`src/rtl/fft_bf_sequencer.sv`:
```
// ---------------------------------------------------------------------------
// fft_bf_sequencer
//   Control and address generator for an in-place radix-2 DIT FFT built
//   around a single butterfly. Each stage issues one operand pair per cycle
//   (sample RAM addresses plus twiddle ROM index). The same addresses are
//   replayed D = RD_LAT + BF_LATENCY cycles later as write-back strobes.
//   The sequencer drains between stages so a stage never reads a location
//   whose write-back is still in flight.
//
// Ports
//   clk          rising-edge clock
//   rst          synchronous active-low reset
//   i_start      start request, honoured only in IDLE
//   o_busy       high from first issue cycle through last write-back
//   o_done       one-cycle pulse after the last write-back
//   o_stage      current stage index
//   o_rd_en      read strobe for sample RAM and twiddle ROM
//   o_rd_addr_a  upper-wing operand address
//   o_rd_addr_b  lower-wing operand address
//   o_tw_addr    twiddle ROM index
//   o_wr_en      write-back strobe, aligned to butterfly outputs
//   o_wr_addr_a  destination address for the upper-wing result
//   o_wr_addr_b  destination address for the lower-wing result
// ---------------------------------------------------------------------------
module fft_bf_sequencer #(
    parameter int N_LOG2     = 3,
    parameter int RD_LAT     = 1,
    parameter int BF_LATENCY = 3
) (
    input  logic              clk,
    input  logic              rst,
    input  logic              i_start,
    output logic              o_busy,
    output logic              o_done,
    output logic [3:0]        o_stage,
    output logic              o_rd_en,
    output logic [N_LOG2-1:0] o_rd_addr_a,
    output logic [N_LOG2-1:0] o_rd_addr_b,
    output logic [N_LOG2-2:0] o_tw_addr,
    output logic              o_wr_en,
    output logic [N_LOG2-1:0] o_wr_addr_a,
    output logic [N_LOG2-1:0] o_wr_addr_b
);

    localparam int D  = RD_LAT + BF_LATENCY;
    localparam int AW = N_LOG2;
    localparam int KW = N_LOG2 - 1;
    localparam int CW = (D > 1) ? $clog2(D) : 1;

    typedef enum logic [1:0] {IDLE, ISSUE, DRAIN, DONE} state_t;

    state_t          state_q;
    logic [3:0]      stage_q;
    logic [KW-1:0]   k_q;
    logic [CW-1:0]   cnt_q;
    logic            busy_q;
    logic            done_q;
    logic            rd_en_q;
    logic [AW-1:0]   rd_a_q;
    logic [AW-1:0]   rd_b_q;
    logic [KW-1:0]   tw_q;

    logic            pipe_en_q [D];
    logic [AW-1:0]   pipe_a_q  [D];
    logic [AW-1:0]   pipe_b_q  [D];

    // Upper-wing address: a zero bit inserted into k at bit position s.
    function automatic logic [AW-1:0] addr_a_f(input logic [3:0] s, input logic [KW-1:0] k);
        logic [AW-1:0] kk;
        logic [AW-1:0] lo;
        kk = AW'(k);
        lo = kk & ((AW'(1) << s) - AW'(1));
        return ((kk >> s) << (s + 4'd1)) | lo;
    endfunction

    function automatic logic [AW-1:0] addr_b_f(input logic [3:0] s, input logic [KW-1:0] k);
        return addr_a_f(s, k) + (AW'(1) << s);
    endfunction

    function automatic logic [KW-1:0] tw_f(input logic [3:0] s, input logic [KW-1:0] k);
        logic [KW-1:0] pos;
        pos = k & ((KW'(1) << s) - KW'(1));
        return pos << (4'(N_LOG2 - 1) - s);
    endfunction

    // Output registers are loaded with the values for the state being
    // entered, so rd_en rises the cycle after i_start is sampled.
    always_ff @(posedge clk) begin
        if (!rst) begin
            state_q <= IDLE;
            stage_q <= '0;
            k_q     <= '0;
            cnt_q   <= '0;
            busy_q  <= 1'b0;
            done_q  <= 1'b0;
            rd_en_q <= 1'b0;
            rd_a_q  <= '0;
            rd_b_q  <= '0;
            tw_q    <= '0;
        end else begin
            case (state_q)
                IDLE: begin
                    done_q <= 1'b0;
                    if (i_start) begin
                        state_q <= ISSUE;
                        stage_q <= '0;
                        k_q     <= '0;
                        busy_q  <= 1'b1;
                        rd_en_q <= 1'b1;
                        rd_a_q  <= addr_a_f(4'd0, '0);
                        rd_b_q  <= addr_b_f(4'd0, '0);
                        tw_q    <= tw_f(4'd0, '0);
                    end
                end
                ISSUE: begin
                    if (k_q == '1) begin
                        state_q <= DRAIN;
                        cnt_q   <= '0;
                        rd_en_q <= 1'b0;
                        rd_a_q  <= '0;
                        rd_b_q  <= '0;
                        tw_q    <= '0;
                    end else begin
                        k_q     <= k_q + 1'b1;
                        rd_en_q <= 1'b1;
                        rd_a_q  <= addr_a_f(stage_q, k_q + 1'b1);
                        rd_b_q  <= addr_b_f(stage_q, k_q + 1'b1);
                        tw_q    <= tw_f(stage_q, k_q + 1'b1);
                    end
                end
                DRAIN: begin
                    // Leave after D cycles: the last write-back of this stage
                    // is on the outputs during the final DRAIN cycle.
                    if (cnt_q == CW'(D - 1)) begin
                        if (stage_q == 4'(N_LOG2 - 1)) begin
                            state_q <= DONE;
                            busy_q  <= 1'b0;
                            done_q  <= 1'b1;
                        end else begin
                            state_q <= ISSUE;
                            stage_q <= stage_q + 4'd1;
                            k_q     <= '0;
                            rd_en_q <= 1'b1;
                            rd_a_q  <= addr_a_f(stage_q + 4'd1, '0);
                            rd_b_q  <= addr_b_f(stage_q + 4'd1, '0);
                            tw_q    <= tw_f(stage_q + 4'd1, '0);
                        end
                    end else begin
                        cnt_q <= cnt_q + 1'b1;
                    end
                end
                DONE: begin
                    state_q <= IDLE;
                    stage_q <= '0;
                    done_q  <= 1'b0;
                end
                default: state_q <= IDLE;
            endcase
        end
    end

    // Write-back replay: the issued read addresses delayed by exactly D cycles.
    always_ff @(posedge clk) begin
        if (!rst) begin
            for (int unsigned i = 0; i < D; i++) begin
                pipe_en_q[i] <= 1'b0;
                pipe_a_q[i]  <= '0;
                pipe_b_q[i]  <= '0;
            end
        end else begin
            pipe_en_q[0] <= rd_en_q;
            pipe_a_q[0]  <= rd_a_q;
            pipe_b_q[0]  <= rd_b_q;
            for (int unsigned i = 1; i < D; i++) begin
                pipe_en_q[i] <= pipe_en_q[i-1];
                pipe_a_q[i]  <= pipe_a_q[i-1];
                pipe_b_q[i]  <= pipe_b_q[i-1];
            end
        end
    end

    assign o_busy      = busy_q;
    assign o_done      = done_q;
    assign o_stage     = stage_q;
    assign o_rd_en     = rd_en_q;
    assign o_rd_addr_a = rd_a_q;
    assign o_rd_addr_b = rd_b_q;
    assign o_tw_addr   = tw_q;
    assign o_wr_en     = pipe_en_q[D-1];
    assign o_wr_addr_a = pipe_a_q[D-1];
    assign o_wr_addr_b = pipe_b_q[D-1];

endmodule

```
`config.mk`:
```
export PLATFORM = sky130hd
export DESIGN_NAME = fft_bf_sequencer
export DESIGN_NICKNAME = d
export VERILOG_FILES = /design/src/rtl/fft_bf_sequencer.sv
export SDC_FILE = /design/constraint.sdc
export NUM_CORES = 1
export LEC_CHECK = 0
export BUFFER_PORTS_ARGS = -buffer_cell sky130_fd_sc_hd__buf_2
export CORE_MARGIN = 2
export CORE_UTILIZATION = 61
export CTS_CLUSTER_SIZE = 24
export DETAILED_ROUTE_END_ITERATION = 7
export PLACE_DENSITY = 0.94
export SETUP_SLACK_MARGIN = 0.1
export SLEW_MARGIN = 20
export SYNTH_ARGS = -nofsm -noshare
export SYNTH_HDL_FRONTEND = slang
export SYNTH_SLANG_ARGS = --single-unit
```
`constraint.sdc`:
```
create_clock -name clk -period 3.8 [get_ports clk]
set_input_delay 0.57 -clock clk [delete_from_list [all_inputs] [get_ports clk]]
set_output_delay 0.57 -clock clk [all_outputs]
set_load 0.02 [all_outputs]
```
Yosys cells after proc, flatten, opt, wreduce, memory -nomap -nowiden
Memories as Yosys holds them, arrays and structs flattened.
Cells that the tools add are included.

storage, ports and cells
  bits in registers = 21
  RAM bits = 28
  input bits = 3
  output and inout bits = 22
  logic and storage cells = 130
  memories kept = 3

operators by class
  add/sub/neg operators = 10
  equality and inequality tests = 13
  shift operators = 9
  muxes and demuxes = 56
  bitwise gates (word level) = 15
  reductions and logical operators = 14

memory list
  name       depth  width  read ports  clocked after memory_dff  write ports  line  RTL
  pipe_a_q   4      3      4           0                         4            64    logic [AW-1:0] pipe_a_q [D];
  pipe_b_q   4      3      4           0                         4            65    logic [AW-1:0] pipe_b_q [D];
  pipe_en_q  4      1      4           0                         4            63    logic pipe_en_q [D];

operators with widths
  kind                                                               count
  3-bit two-way mux                                                  16
  2-bit two-way mux                                                  13
  3-bit one-hot mux with 3 select lines                              2
  1-bit two-way mux                                                  14
  2-bit inequality test, second input constant                       7
  4-bit two-way mux                                                  3
  1-bit OR                                                           12
  2-bit one-hot mux with 3 select lines                              2
  4-bit one-hot mux with 3 select lines                              1
  4-bit AND reduction                                                3
  3-bit AND reduction                                                3
  4-bit by 1-bit adder with 4-bit output, second input constant      2
  2-bit == test, second input constant                               4
  2-bit one-hot mux with 4 select lines                              1
  1-bit by 4-bit left shift with 2-bit output, first input constant  2
  1-bit by 4-bit left shift with 3-bit output, first input constant  2
  3-bit by 4-bit left shift with 3-bit output                        2
  2-bit by 4-bit subtractor with 4-bit output, first input constant  2
  3-bit adder                                                        2
  2-bit nonzero test                                                 3
  3-bit nonzero test                                                 2
  5-bit AND reduction                                                1
  2-bit by 1-bit adder with 2-bit output, second input constant      2
  4-bit by 2-bit == test with 1-bit output, second input constant    1
  other kinds (14)                                                   15

Longest topological paths before layout
Gate-level depths: netlist of the first run.

  depth in word-level cells = 7
  gate-level depth with buffers = 13
  mapped depth without buffers = 11

Least setup slack after synthesis of the first run
OpenSTA, ideal clock, no wires.

  kind = register to register
  from = reg stage_q[0] (netlist: o_stage[0])
  to = reg rd_b_q[1] (netlist: o_rd_addr_b[1])
  library setup time = 0.121 ns
  data arrival time = 2.497 ns
  data required time = 3.679 ns
  setup slack = 1.182 ns
  cell stages (with the launch flop) = 14
  path buffers = 2
  clock period less this slack = 2.618 ns
  path through = dfxtp_1 > buf_2 > inv_1 > ha_1 > clkbuf_1 > nand4_1 > a21o_1 > inv_1 > ha_1 > inv_1 > fa_1 > nor2_1 > a21oi_1 > o22ai_1

between the ends
  cells in the longest elaborated chain, start to end = 7
  elaborated cells on any way between the ends = 20
  classes of those cells = 5 x add/sub; 2 x eq/ne; 6 x shift; 4 x mux; 2 x bitwise; 1 x reduce/logical

ends and longest elaborated chain
  what                                                                                                         line      RTL
  from (decl)                                                                                                  53        logic [3:0] stage_q;
  from (signal assigned)                                                                                       141       stage_q <= stage_q + 4'd1;
  4-bit by 1-bit adder with 4-bit output or 1-bit by 4-bit left shift with 3-bit output (tied branches)        --
  4-bit by 1-bit adder with 4-bit output (tied with other cells)                                               73        return ((kk >> s) << (s + 4'd1)) | lo;
  3-bit by 4-bit left shift with 3-bit output or 2-bit by 3-bit bitwise AND with 3-bit output (tied branches)  73, 72
  3-bit adder or 3-bit OR (tied branches)                                                                      77, 73
  3-bit two-way mux or 3-bit adder (tied branches)                                                             135, 77
  3-bit two-way mux (on tied branches)                                                                         134, 116
  3-bit one-hot mux with 3 select lines                                                                        101       case (state_q)
  to (signal assigned)                                                                                         111       rd_b_q <= addr_b_f(4'd0, '0);
  to (signal assigned)                                                                                         127       rd_b_q <= addr_b_f(stage_q, k_q + 1'b1);
  to (signal assigned)                                                                                         145       rd_b_q <= addr_b_f(stage_q + 4'd1, '0);
  to (decl)                                                                                                    60        logic [AW-1:0] rd_b_q;

Parallel ways exist; a longest one is shown, timed or not. The select of a mux whose other input is x is not followed.
A chain may end at the register's enable or synchronous reset.

Worst setup path after layout of the first run
Same ends and word-level chain as after synthesis.

==> results of run 1 <==
power groups by stage:
| stage | combinational, W | clock [W] | sequential [W] |
|---|---|---|---|
| floorplan | 0.000333 | 0 | 0.000624 |
| global placement | 0.000426 | 0 | 0.000609 |
| detailed placement | 0.000438 | 0 | 0.000612 |
| CTS | 0.000441 | 0.000256 | 0.000599 |
| global route | 0.000501 | 0.000276 | 0.000608 |
| finish | 0.000442 | 0.000252 | 0.000600 |
Yosys cell counts (2+ instances only):
cell,number
or3_1,3
dfxtp_1,49
o21ai_0,5
ha_1,11
xor2_1,3
and2_1,25
nor2b_1,2
nor3_1,4
a21oi_1,10
nand2_1,21
nand3_1,9
nand4_1,6
inv_1,14
o21ai_1,3
buf_4,2
nand2b_1,3
o211ai_1,2
a311oi_1,2
clkbuf_1,9
o22ai_1,6
a22oi_1,2
nor2_1,14
layer usage:
layer | vias to the layer above | global-route usage | share of wire
met2 | 43 | 0.3723 | 0.50
met3 | 7 | 0.03784 | 0.055
li1 | 819 | - | -
met4 | 0 | 0.08333 | 0.016
met5 | - | 0 | 0
met1 | 755 | 0.2802 | 0.43
registers in the layout, indices dropped and copies added (netlist names):
register and flops:
cnt_q 2, k_q 2, o_busy 1, o_done 1, o_rd_addr_a 3, o_rd_addr_b 3, o_rd_en 1, o_stage 4
o_tw_addr 2, pipe_a_q 12, pipe_b_q 12, pipe_en_q 4, state_q 2
layout make-up:
| class | count | share of cell area |
|---|---|---|
| Inverter | 14 | 0.02303 |
| Sequential cell | 49 | 0.4298 |
| Multi-Input combinational cell | 154 | 0.4413 |
| Clock inverter | 3 | 0.01151 |
| Tap cell | 46 | 0.02522 |
| Timing Repair Buffer | 24 | 0.05263 |
| Clock buffer | 5 | 0.01645 |
kinds of logic (layout without fill, tap and decap cells):
logic type / Yosys count / after routing / synth area share
compound gates: 39 / 39 / 0.1194
flops: 49 / 49 / 0.4658
buf+inv: 27 / 46 / 0.05585
fa+ha+maj: 12 / 12 / 0.07487
simple gates: 96 / 96 / 0.2484
xor+xnor: 4 / 4 / 0.02021
mux: 3 / 3 / 0.01545
critical path: cells and delay by family, from the launching register on:
family / cells / cell delay, ns
flops: 1 / 0.61
compound gates: 3 / 0.41
simple gates: 2 / 0.17
fa+ha+maj: 3 / 1.10
buf+inv: 3 / 0.27
cells in the final DEF, fill, tap and decap left out, drive strengths merged, types with 3 or more instances in the layout:
cell type,netlist,final
clkbuf,9,5
nand2b,3,3
ha,11,11
xor2,3,3
inv,14,15
a21oi,10,10
dfxtp,49,49
and2,25,25
nand2,21,21
nor3,6,6
nand4,6,6
nor2,15,15
buf,4,24
or3,3,3
o22ai,7,7
nand3,9,9
o21ai,8,8
through the flow:
stage	hold slack [ns]	setup slack (ns)	instance area, um2	power [W]	utilization
floorplan	0.4057	1.182	2106	0.0009570	-
CTS	0.4441	1.139	2282	0.001297	0.6839
finish	0.4421	1.115	2282	0.001294	0.6839
global route	0.4579	0.9199	2282	0.001385	0.6839
global placement	0.4079	1.216	2218	0.001034	0.6648
detailed placement	0.4145	1.157	2218	0.001050	0.6648
worst max-delay path by stage:
stage,from,end,cells after the start
after floorplan,o_stage[0],o_rd_addr_b[1],13
after global placement,o_stage[0],o_rd_addr_b[1],11
after detailed placement,o_stage[0],o_rd_addr_b[1],11
after CTS,o_stage[0],o_rd_addr_b[1],11
after global routing,o_stage[0],o_rd_addr_b[1],11
final,o_stage[0],o_rd_addr_b[1],11
==> run_results.csv, run 1 <==
group,metric,value,unit
hold_path,hold_depth,1,
global_routing,grt_usage,0.2196,
yosys,yosysTopAreaCell,"dfxtp_1",
power,power_density,567.1,nW/um2
place,numPortBuffers,24,
yosys,syn_nets,245,
drt,num_vias,1624,
yosys,synth_flop_cell,"dfxtp_1",
floorplan,dieArea,3938,um2
yosys,synth.cell_area,2106,um2
critical_path,end_kind,"flip-flop",
power,p_int,0.0007959,W
clock_network,clkSinkCount,49,
drt,wl_per_cell,13.30,um
sta,setup_viol,0,
clock_network,clkSlewWorstSetupHoldPaths,0.15,ns
yosys,ys_types,47,
final_layout,syn2layout_area_growth,8.378,%
floorplan,start_util,0.6310,
power,clockPowerShare,0.195,
sta,worstMarginPinSlew,0.6879,ns
critical_path,r2r-start,"o_stage[0]",
global_routing,grt_pass1_vias,1516,
drt,drcViolationCount,0,
global_routing,grt_max_degree,43,
drt,vias_per_cell,5.505,
floorplan,fp-row-count,21,
clock_network,cts.hold.buffers_added,0,
clock_network,cts_resized,0,
power,switchingPower,0.0004983,W
hold_path,whs_endpoint,"pipe_en_q[3]",
final_layout,seqCellArea,980.9,um2
sta,fin_tns_setup,0,ns
critical_path,regToRegEndpoint,"o_rd_addr_b[1]",
floorplan,core,3337,um2
clock_network,tritoncts,"done",
sta,rsz0062_at_grt,"no",
yosys,ys_ff_latch,49,
critical_path,cpMostUsedCell,"inv_1",
sta,max_clock_freq,0.3724,GHz
power,p_sw_frac,0.3850,
place,dp.cells,287,
critical_path,critPathLaunchType,"flip-flop",
sta,finalCritPeriodShare,0.7067,
critical_path,crit_arrival,2.93,ns
floorplan,die_h,62.76,um
critical_path,cpPeakStageDelay,0.61,ns
global_routing,globalRoute.totalOverflow,0,
drt,initialDrtViolationCount,72,
final_layout,nFillCells,297,
final_layout,final_nets,263,
sta,fin_crit,2.685,ns
global_routing,antenna_found_initial,0,
status,status,"complete, no violations",
final_layout,stdcell_count,295,
place,gp_congestion,0.9203,
yosys,synth.top_cell.area_share,0.4658,
yosys,yosysWarnings,0,
hold_path,hold_class,"reg -> reg",
clock_network,cts.path.max_buffers,2,
critical_path,r2r_slack,1.11,ns
yosys,avgSynthCellArea,9.156,um2
clock_network,clkLatencyLatePin,0.37,ns
power,ir_drop,0.0004664,V
clock_network,cts_setup_buffers,0,
clock_network,cts_root_buf,"clkbuf_4",
power,leakagePower,0.9866,nW
floorplan,ioPinCount,25,
yosys,synth-edff-count,0,
yosys,seq_area_frac_synth,0.4658,
critical_path,cp_slowest_cell,"dfxtp_1",
run,cap_violations,0,
clock_network,cts.htree.levels,2,
floorplan,fp.dieW,62.76,um
yosys,syn_inst,230,
drt,drt.antenna.violating_nets,0,
critical_path,worstRegToRegCells,11,
power,power.share.sequential,0.464,
final_layout,multi_input_area,1007,um2
sta,final_hold_viol_count,0,
place,dp_hpwl,2805,um
power,pwr-share-comb,0.341,
drt,drt_first_pass_iters,4,
clock_network,numCtsBuffers,5,
critical_path,required,4.05,ns
sta,relSlewSlack,0.5399,
global_routing,grt_pass1_wl,6844,um
yosys,synthArstFlopShare,0,
critical_path,crit_chain,"inv_1, ha_1, nand4_1, a21o_1, inv_1, ha_1, inv_1, fa_1, nor2_1, a21oi_1, o22ai_1",
final_layout,layout-drive-gt1-share,0.1566,
sta,finClkSkew,0.007777,ns
yosys,synth_area_leaders,"dfxtp_1 (47%), and2_1 (7.4%), ha_1 (6.5%)",
drt,routed_wl,3924,um
sta,slew_violations,0,
critical_path,path_class,"reg -> reg",
critical_path,worstPathMaxFanout,13,
hold_path,hold_start,"pipe_en_q[2]",
final_layout,antennaDiodeCount,0,
Note: power is estimated with default switching activity, not from simulation.
==> run 2, diff against run 1 <==
--- a/config.mk
+++ b/config.mk
@@ -7,10 +7,10 @@
 export LEC_CHECK = 0
 export BUFFER_PORTS_ARGS = -buffer_cell sky130_fd_sc_hd__buf_2
 export CORE_MARGIN = 2
-export CORE_UTILIZATION = 61
+export CORE_UTILIZATION = 51
 export CTS_CLUSTER_SIZE = 24
 export DETAILED_ROUTE_END_ITERATION = 7
-export PLACE_DENSITY = 0.94
+export PLACE_DENSITY = 0.85
 export SETUP_SLACK_MARGIN = 0.1
 export SLEW_MARGIN = 20
 export SYNTH_ARGS = -nofsm -noshare
==> constraint.sdc (replaced) <==
create_clock -name clk -period 2.27 [get_ports clk]
set_input_delay 0.3405 -clock clk [delete_from_list [all_inputs] [get_ports clk]]
set_output_delay 0.3405 -clock clk [all_outputs]
set_load 0.02 [all_outputs]
==> run 2 against run 1 <==
  * Core utilization decreased by 4.8 points
  * Combinational power is 93% higher
  * Critical path depth is 1 lower
  * Routed wire length up 9.7%
==> run_results.csv, run 2 (synthesis gave the netlist of run 1 again) <==
group,metric,value,unit
sta,max_clock_freq,0.4575,GHz
drt,drcViolationCount,0,
critical_path,end_kind,"flip-flop",
clock_network,tritoncts,"done",
clock_network,cts.hold.buffers_added,0,
floorplan,fp.dieW,68.26,um
final_layout,layout-drive-gt1-share,0.2472,
global_routing,grt_max_degree,23,
status,status,"complete, no violations",
clock_network,cts_root_buf,"clkbuf_8",
drt,vias_per_cell,5.397,
place,place_area,2359,um2
hold_path,hold_class,"in -> reg",
global_routing,grt_pass1_wl,6858,um
floorplan,die_h,68.26,um
drt,initialDrtViolationCount,95,
global_routing,globalRoute.totalOverflow,0,
power,ir_drop,0.0006650,V
final_layout,nFillCells,328,
clock_network,cts.htree.levels,2,
place,gp_congestion,0.9637,
critical_path,worstRegToRegCells,10,
floorplan,ioPinCount,25,
run,cap_violations,0,
critical_path,required,2.50,ns
floorplan,start_util,0.5264,
final_layout,syn2layout_area_growth,20.74,%
drt,num_vias,1711,
drt,drt.antenna.violating_nets,0,
sta,worstMarginPinSlew,0.3586,ns
critical_path,critPathLaunchType,"flip-flop",
final_layout,utilization,0.6356,
clock_network,clkSinkCount,49,
drt,wl_met2,2161,um
drt,routed-wl-met3,205,um
sta,final_hold_viol_count,0,
floorplan,fp-row-count,23,
final_layout,final_common_cell,"dfxtp_1",
global_routing,antenna_found_initial,0,
hold_path,hold_depth,3,
power,leakagePower,1.115,nW
clock_network,numCtsBuffers,5,
global_routing,grt_pass1_vias,1539,
clock_network,cts.path.max_buffers,2,
place,dp_hpwl,2968,um
floorplan,dieArea,4659,um2
sta,relSlewSlack,0.7610,
drt,met1_length,1823,um
final_layout,layout_common_cells,"dfxtp_1 (46), and2_1 (25), buf_2 (24)",
sta,rsz0062_at_grt,"yes",
final_layout,final_nets,281,
global_routing,grt_usage,0.1963,
final_layout,seqCellArea,989.7,um2
sta,finClkSkew,0.008683,ns
floorplan,core,4000,um2
sta,finalCritPeriodShare,0.9629,
sta,slew_violations,0,
final_layout,antennaDiodeCount,0,
final_layout,final_area,2542,um2
clock_network,clkSlewWorstSetupHoldPaths,0.09,ns
final_layout,multi_input_area,1051,um2
final_layout,reg.largest.list,"pipe_a_q: 12 flops, pipe_b_q: 12 flops",
drt,drt_first_pass_iters,4,
place,numPortBuffers,24,
clock_network,clkLatencyLatePin,0.30,ns
critical_path,worstPathMaxFanout,5,
sta,setup_viol,0,
drt,routed_wl,4304,um
sta,fin_tns_setup,0,ns
drt,wl_per_cell,13.58,um
power,power_density,972.5,nW/um2
critical_path,crit_arrival,2.41,ns
sta,fin_crit,2.186,ns
drt,highest_layer,"met4",
critical_path,path_class,"reg -> reg",
==> run 2: per-stage QoR <==
step	std cells	hold WS [ns]	worst slack [ns]	total power (W)
2_1_floorplan	230	0.4057	0.08127	0.001617
5_1_grt	317	0.3639	-0.008103	0.002620
3_3_place_gp	304	0.4080	0.1679	0.001836
6_report	317	0.3419	0.08431	0.002473
3_5_place_dp	304	0.4179	0.08778	0.001855
4_1_cts	313	0.3384	0.1027	0.002478
==> run 2: worst paths after layout <==
check	from	endpoint	slack [ns]
max reg2reg	o_stage[3]	o_rd_addr_b[1]	0.08
max	o_stage[3]	o_rd_addr_b[1]	0.08
min	i_start	o_busy	0.34
min reg2reg	pipe_a_q[0][0]	pipe_a_q[1][0]	0.44
==> run 2: area by class of cell <==
| cell class | instances | share of cell area |
|---|---|---|
| multi-input cells | 154 | 0.4134 |
| flip-flops and latches | 49 | 0.3893 |
| repair buffers | 42 | 0.1068 |
| clock buffers | 5 | 0.02707 |
| well taps | 50 | 0.02461 |
| inverters | 14 | 0.02165 |
| clock inverters | 3 | 0.01722 |
==> run 2: worst max-delay path, cell delays in order (launching register included) <==
cell and delay, ns:
dfxtp_1 0.39, or3_4 0.44, nor2_2 0.15, a21o_1 0.12
inv_1 0.05, ha_1 0.17, inv_1 0.06, fa_1 0.41
nor2_1 0.12, a21oi_1 0.06, o22ai_1 0.16
==> run 2: routing by layer <==
layer	vias to the layer above	track usage
met3	11	0.04605
met5	-	0
met2	50	0.3350
li1	853	-
met4	0	0.07750
met1	797	0.2371
==> run 2: report_power, final <==
group	internal, W	total, W	switching [W]	leakage (nW)
combinational	0.000347	0.000855	0.000508	0.657
clock	0.000330	0.000617	0.000287	0.0585
sequential	0.000939	0.00100	0.0000612	0.399
total	0.00162	0.00247	0.000856	1.11
==> run 2: repair_timing <==
| action | in CTS | in global routing |
|---|---|---|
| endpoints found under the setup margin | 1 | 2 |
| pin swaps | 1 | 4 |
| setup buffers | 1 | 4 |
| gates resized for setup | 1 | 7 |
==> run 3, diff against run 2 <==
--- a/config.mk
+++ b/config.mk
@@ -5,6 +5,7 @@
 export SDC_FILE = /design/constraint.sdc
 export NUM_CORES = 1
 export LEC_CHECK = 0
+export ABC_AREA = 1
 export BUFFER_PORTS_ARGS = -buffer_cell sky130_fd_sc_hd__buf_2
 export CORE_MARGIN = 2
 export CORE_UTILIZATION = 51
==> run 3 against run 2 <==
  * Fmax is 2.1% higher
  * Sequential cell count did not move
  * Clock-buffer cell count increased by 1
  * Via count shrank 1.2%
  * Clock power shrank 18%
  * Critical path depth up 7
  * Critical path type unchanged
  * Global-route usage down 1.6 points
  * Total power up 42%
  * Final cell count increased by 10%
  * First-iteration DRC count is 23% lower
  * Die area grew 2.3%
==> run_results.csv, run 3 <==
group,metric,value,unit
global_routing,grt_pass1_wl,7010,um
power,power_density,1394,nW/um2
yosys,synth.cell_area,2157,um2
final_layout,final_nets,313,
yosys,seq_area_frac_synth,0.4548,
place,place_area,2342,um2
yosys,yosysWarnings,0,
critical_path,path_class,"reg -> reg",
critical_path,worstPathMaxFanout,6,
yosys,ys_types,32,
critical_path,cpPeakStageDelay,0.39,ns
place,numPortBuffers,24,
sta,slew_violations,0,
global_routing,antenna_found_initial,0,
drt,drt_first_pass_iters,4,
yosys,synth_flop_cell,"dfxtp_1",
drt,drcViolationCount,0,
final_layout,syn2layout_area_growth,16.42,%
critical_path,cpMostUsedCell,"nand2_1",
yosys,synth-edff-count,0,
status,status,"complete, no violations",
clock_network,cts.hold.buffers_added,0,
floorplan,fp.dieW,69.04,um
yosys,yosysMostFrequentCell,"nand2_1",
final_layout,utilization,0.6233,
final_layout,reg.largest.list,"pipe_a_q: 12 flops, pipe_b_q: 12 flops",
place,dp_hpwl,2846,um
drt,wl_per_cell,11.66,um
drt,routed_wl,4070,um
drt,initialDrtViolationCount,73,
power,ir_drop,0.0008827,V
critical_path,critPathLaunchType,"flip-flop",
final_layout,final_common_cell,"nand2_1",
clock_network,numCtsBuffers,5,
sta,relSlewSlack,0.6796,
sta,fin_tns_setup,0,ns
global_routing,grt_pass1_vias,1605,
clock_network,clkSinkCount,49,
critical_path,cp_slowest_cell,"dfxtp_4",
sta,max_clock_freq,0.4672,GHz
sta,setup_viol,0,
clock_network,tritoncts,"done",
floorplan,dieArea,4766,um2
drt,vias_per_cell,4.842,
floorplan,fp-row-count,23,
clock_network,clkLatencyLatePin,0.31,ns
yosys,syn_nets,282,
critical_path,critPathBufInv,5,
hold_path,hold_class,"in -> reg",
yosys,syn_inst,267,
global_routing,globalRoute.totalOverflow,0,
power,leakagePower,1.328,nW
clock_network,cts.htree.levels,2,
floorplan,ioPinCount,25,
sta,final_hold_viol_count,0,
sta,finClkSkew,0.007552,ns
final_layout,antennaDiodeCount,0,
floorplan,die_h,69.04,um
yosys,avgSynthCellArea,8.079,um2
critical_path,r2r-start,"o_stage[1]",
run,cap_violations,0,
place,gp_congestion,0.9601,
critical_path,crit_chain,"ha_4, inv_2, nand2_2, nand2_2, inv_2, nor2_4, a21oi_2, inv_1, ha_2, inv_2, fa_2, xor2_2, inv_1, nand2_1, nand2_1, nand2_1, nand2_1",
yosys,synth_area_leaders,"dfxtp_1 (45%), nand2_1 (11%), inv_1 (9.6%)",
final_layout,layout-drive-gt1-share,0.2575,
sta,finalCritPeriodShare,0.9430,
clock_network,cts_root_buf,"clkbuf_8",
drt,num_vias,1690,
critical_path,crit_arrival,2.35,ns
yosys,synth.top_cell.area_share,0.4548,
drt,drt.antenna.violating_nets,0,
yosys,yosys-top-cells-count,"nand2_1 (62), inv_1 (55), dfxtp_1 (49), nand3_1 (14), a21oi_1 (13)",
clock_network,cts.path.max_buffers,2,
critical_path,crit_start,"o_stage[1]",
yosys,synthArstFlopShare,0,
global_routing,grt_usage,0.1800,
final_layout,nFillCells,359,
sta,rsz0062_at_grt,"yes",
final_layout,final_area,2511,um2
yosys,ys_ff_latch,49,
critical_path,required,2.48,ns
global_routing,grt_max_degree,34,
critical_path,critPathTopFamily,"adder cells",
critical_path,r2r_slack,0.13,ns
hold_path,hold_start,"rst",
yosys,yosysTopAreaCell,"dfxtp_1",
final_layout,layout_common_cells,"nand2_1 (60), inv_1 (50), dfxtp_1 (46)",
sta,fin_crit,2.141,ns
critical_path,end_kind,"flip-flop",
floorplan,core,4029,um2
sta,worstMarginPinSlew,0.4806,ns
clock_network,clkSlewWorstSetupHoldPaths,0.09,ns
floorplan,start_util,0.5354,
==> run 3: changes by cell type in the layout (fill, tap and decap cells not counted), sizes merged, moves of 5 or more <==
| cell | delta |
|---|---|
| a21oi | +5 |
| and2 | -25 |
| buf | -11 |
| inv | +43 |
| nand2 | +46 |
| nand3 | +9 |
==> run 3: final cells by class <==
| class | instances | area [um2] | share of cell area |
|---|---|---|---|
| well taps | 50 | 62.56 | 0.02491 |
| clock buffers | 6 | 72.57 | 0.02890 |
| repair buffers | 31 | 172.7 | 0.06876 |
| clock inverters | 2 | 13.76 | 0.005481 |
| inverters | 57 | 214.0 | 0.08520 |
| multi-input cells | 154 | 985.9 | 0.3926 |
| flip-flops and latches | 49 | 989.7 | 0.3941 |
==> run 3: through the flow <==
step	std cells	power [W]	setup slack (ns)	hold slack, ns
2_1_floorplan	267	0.002411	0.1058	0.3864
3_3_place_gp	337	0.002732	0.1055	0.3920
3_5_place_dp	337	0.002778	0.02624	0.3984
4_1_cts	348	0.003362	0.1021	0.2625
5_1_grt	349	0.003791	-0.0002263	0.3078
6_report	349	0.003502	0.1294	0.2743
==> run 3: kinds of logic (layout without fill, tap and decap cells) <==
| kind of cell | Yosys count | after routing | synth area share |
|---|---|---|---|
| XOR/XNOR | 2 | 2 | 0.008122 |
| AND/OR/NAND/NOR | 104 | 104 | 0.2465 |
| AO/OA/AOI/OAI | 36 | 36 | 0.09862 |
| adder cells (fa/ha/maj) | 12 | 12 | 0.07309 |
| buffers and inverters | 64 | 96 | 0.1189 |
| flip-flops | 49 | 49 | 0.4548 |
==> run 3: worst paths after layout <==
check	end	cells past startpoint
worst max register to register	o_rd_addr_b[2]	17
worst min register to register	pipe_b_q[1][2]	2
worst min-delay path	pipe_en_q[1]	3
worst max-delay path	o_rd_addr_b[2]	17
==> run 3: repair_timing <==
| item | in CTS | in global routing |
|---|---|---|
| cloned | 0 | 0 |
| setup endpoints to repair | 2 | 2 |
| setup buffers | 3 | 1 |
| pin swaps | 2 | 4 |
| gates resized for setup | 1 | 17 |
==> run 3: worst min-delay path: cells and delay by family <==
family	cells	cell delay [ns]
and+or+nand+nor	1	0.05
buffers and inverters	2	0.16
==> run 3: report_power, final <==
group          leakage [nW]  internal, W  switching [W]  total (W)
Sequential            0.400      0.00101       0.000124    0.00113
Combinational         0.883     0.000691        0.00117    0.00186
Clock                0.0456     0.000220       0.000289   0.000509
Total                  1.33      0.00192        0.00158    0.00350
==> run 3: routing by layer <==
metal  global-route usage  wire length (um)  up-vias
li1                     -                 -      883
met2               0.3141              2020       34
met3              0.05556               177       11
met5                    0                 0        -
met4              0.06318                94        0
met1               0.2070              1778      762
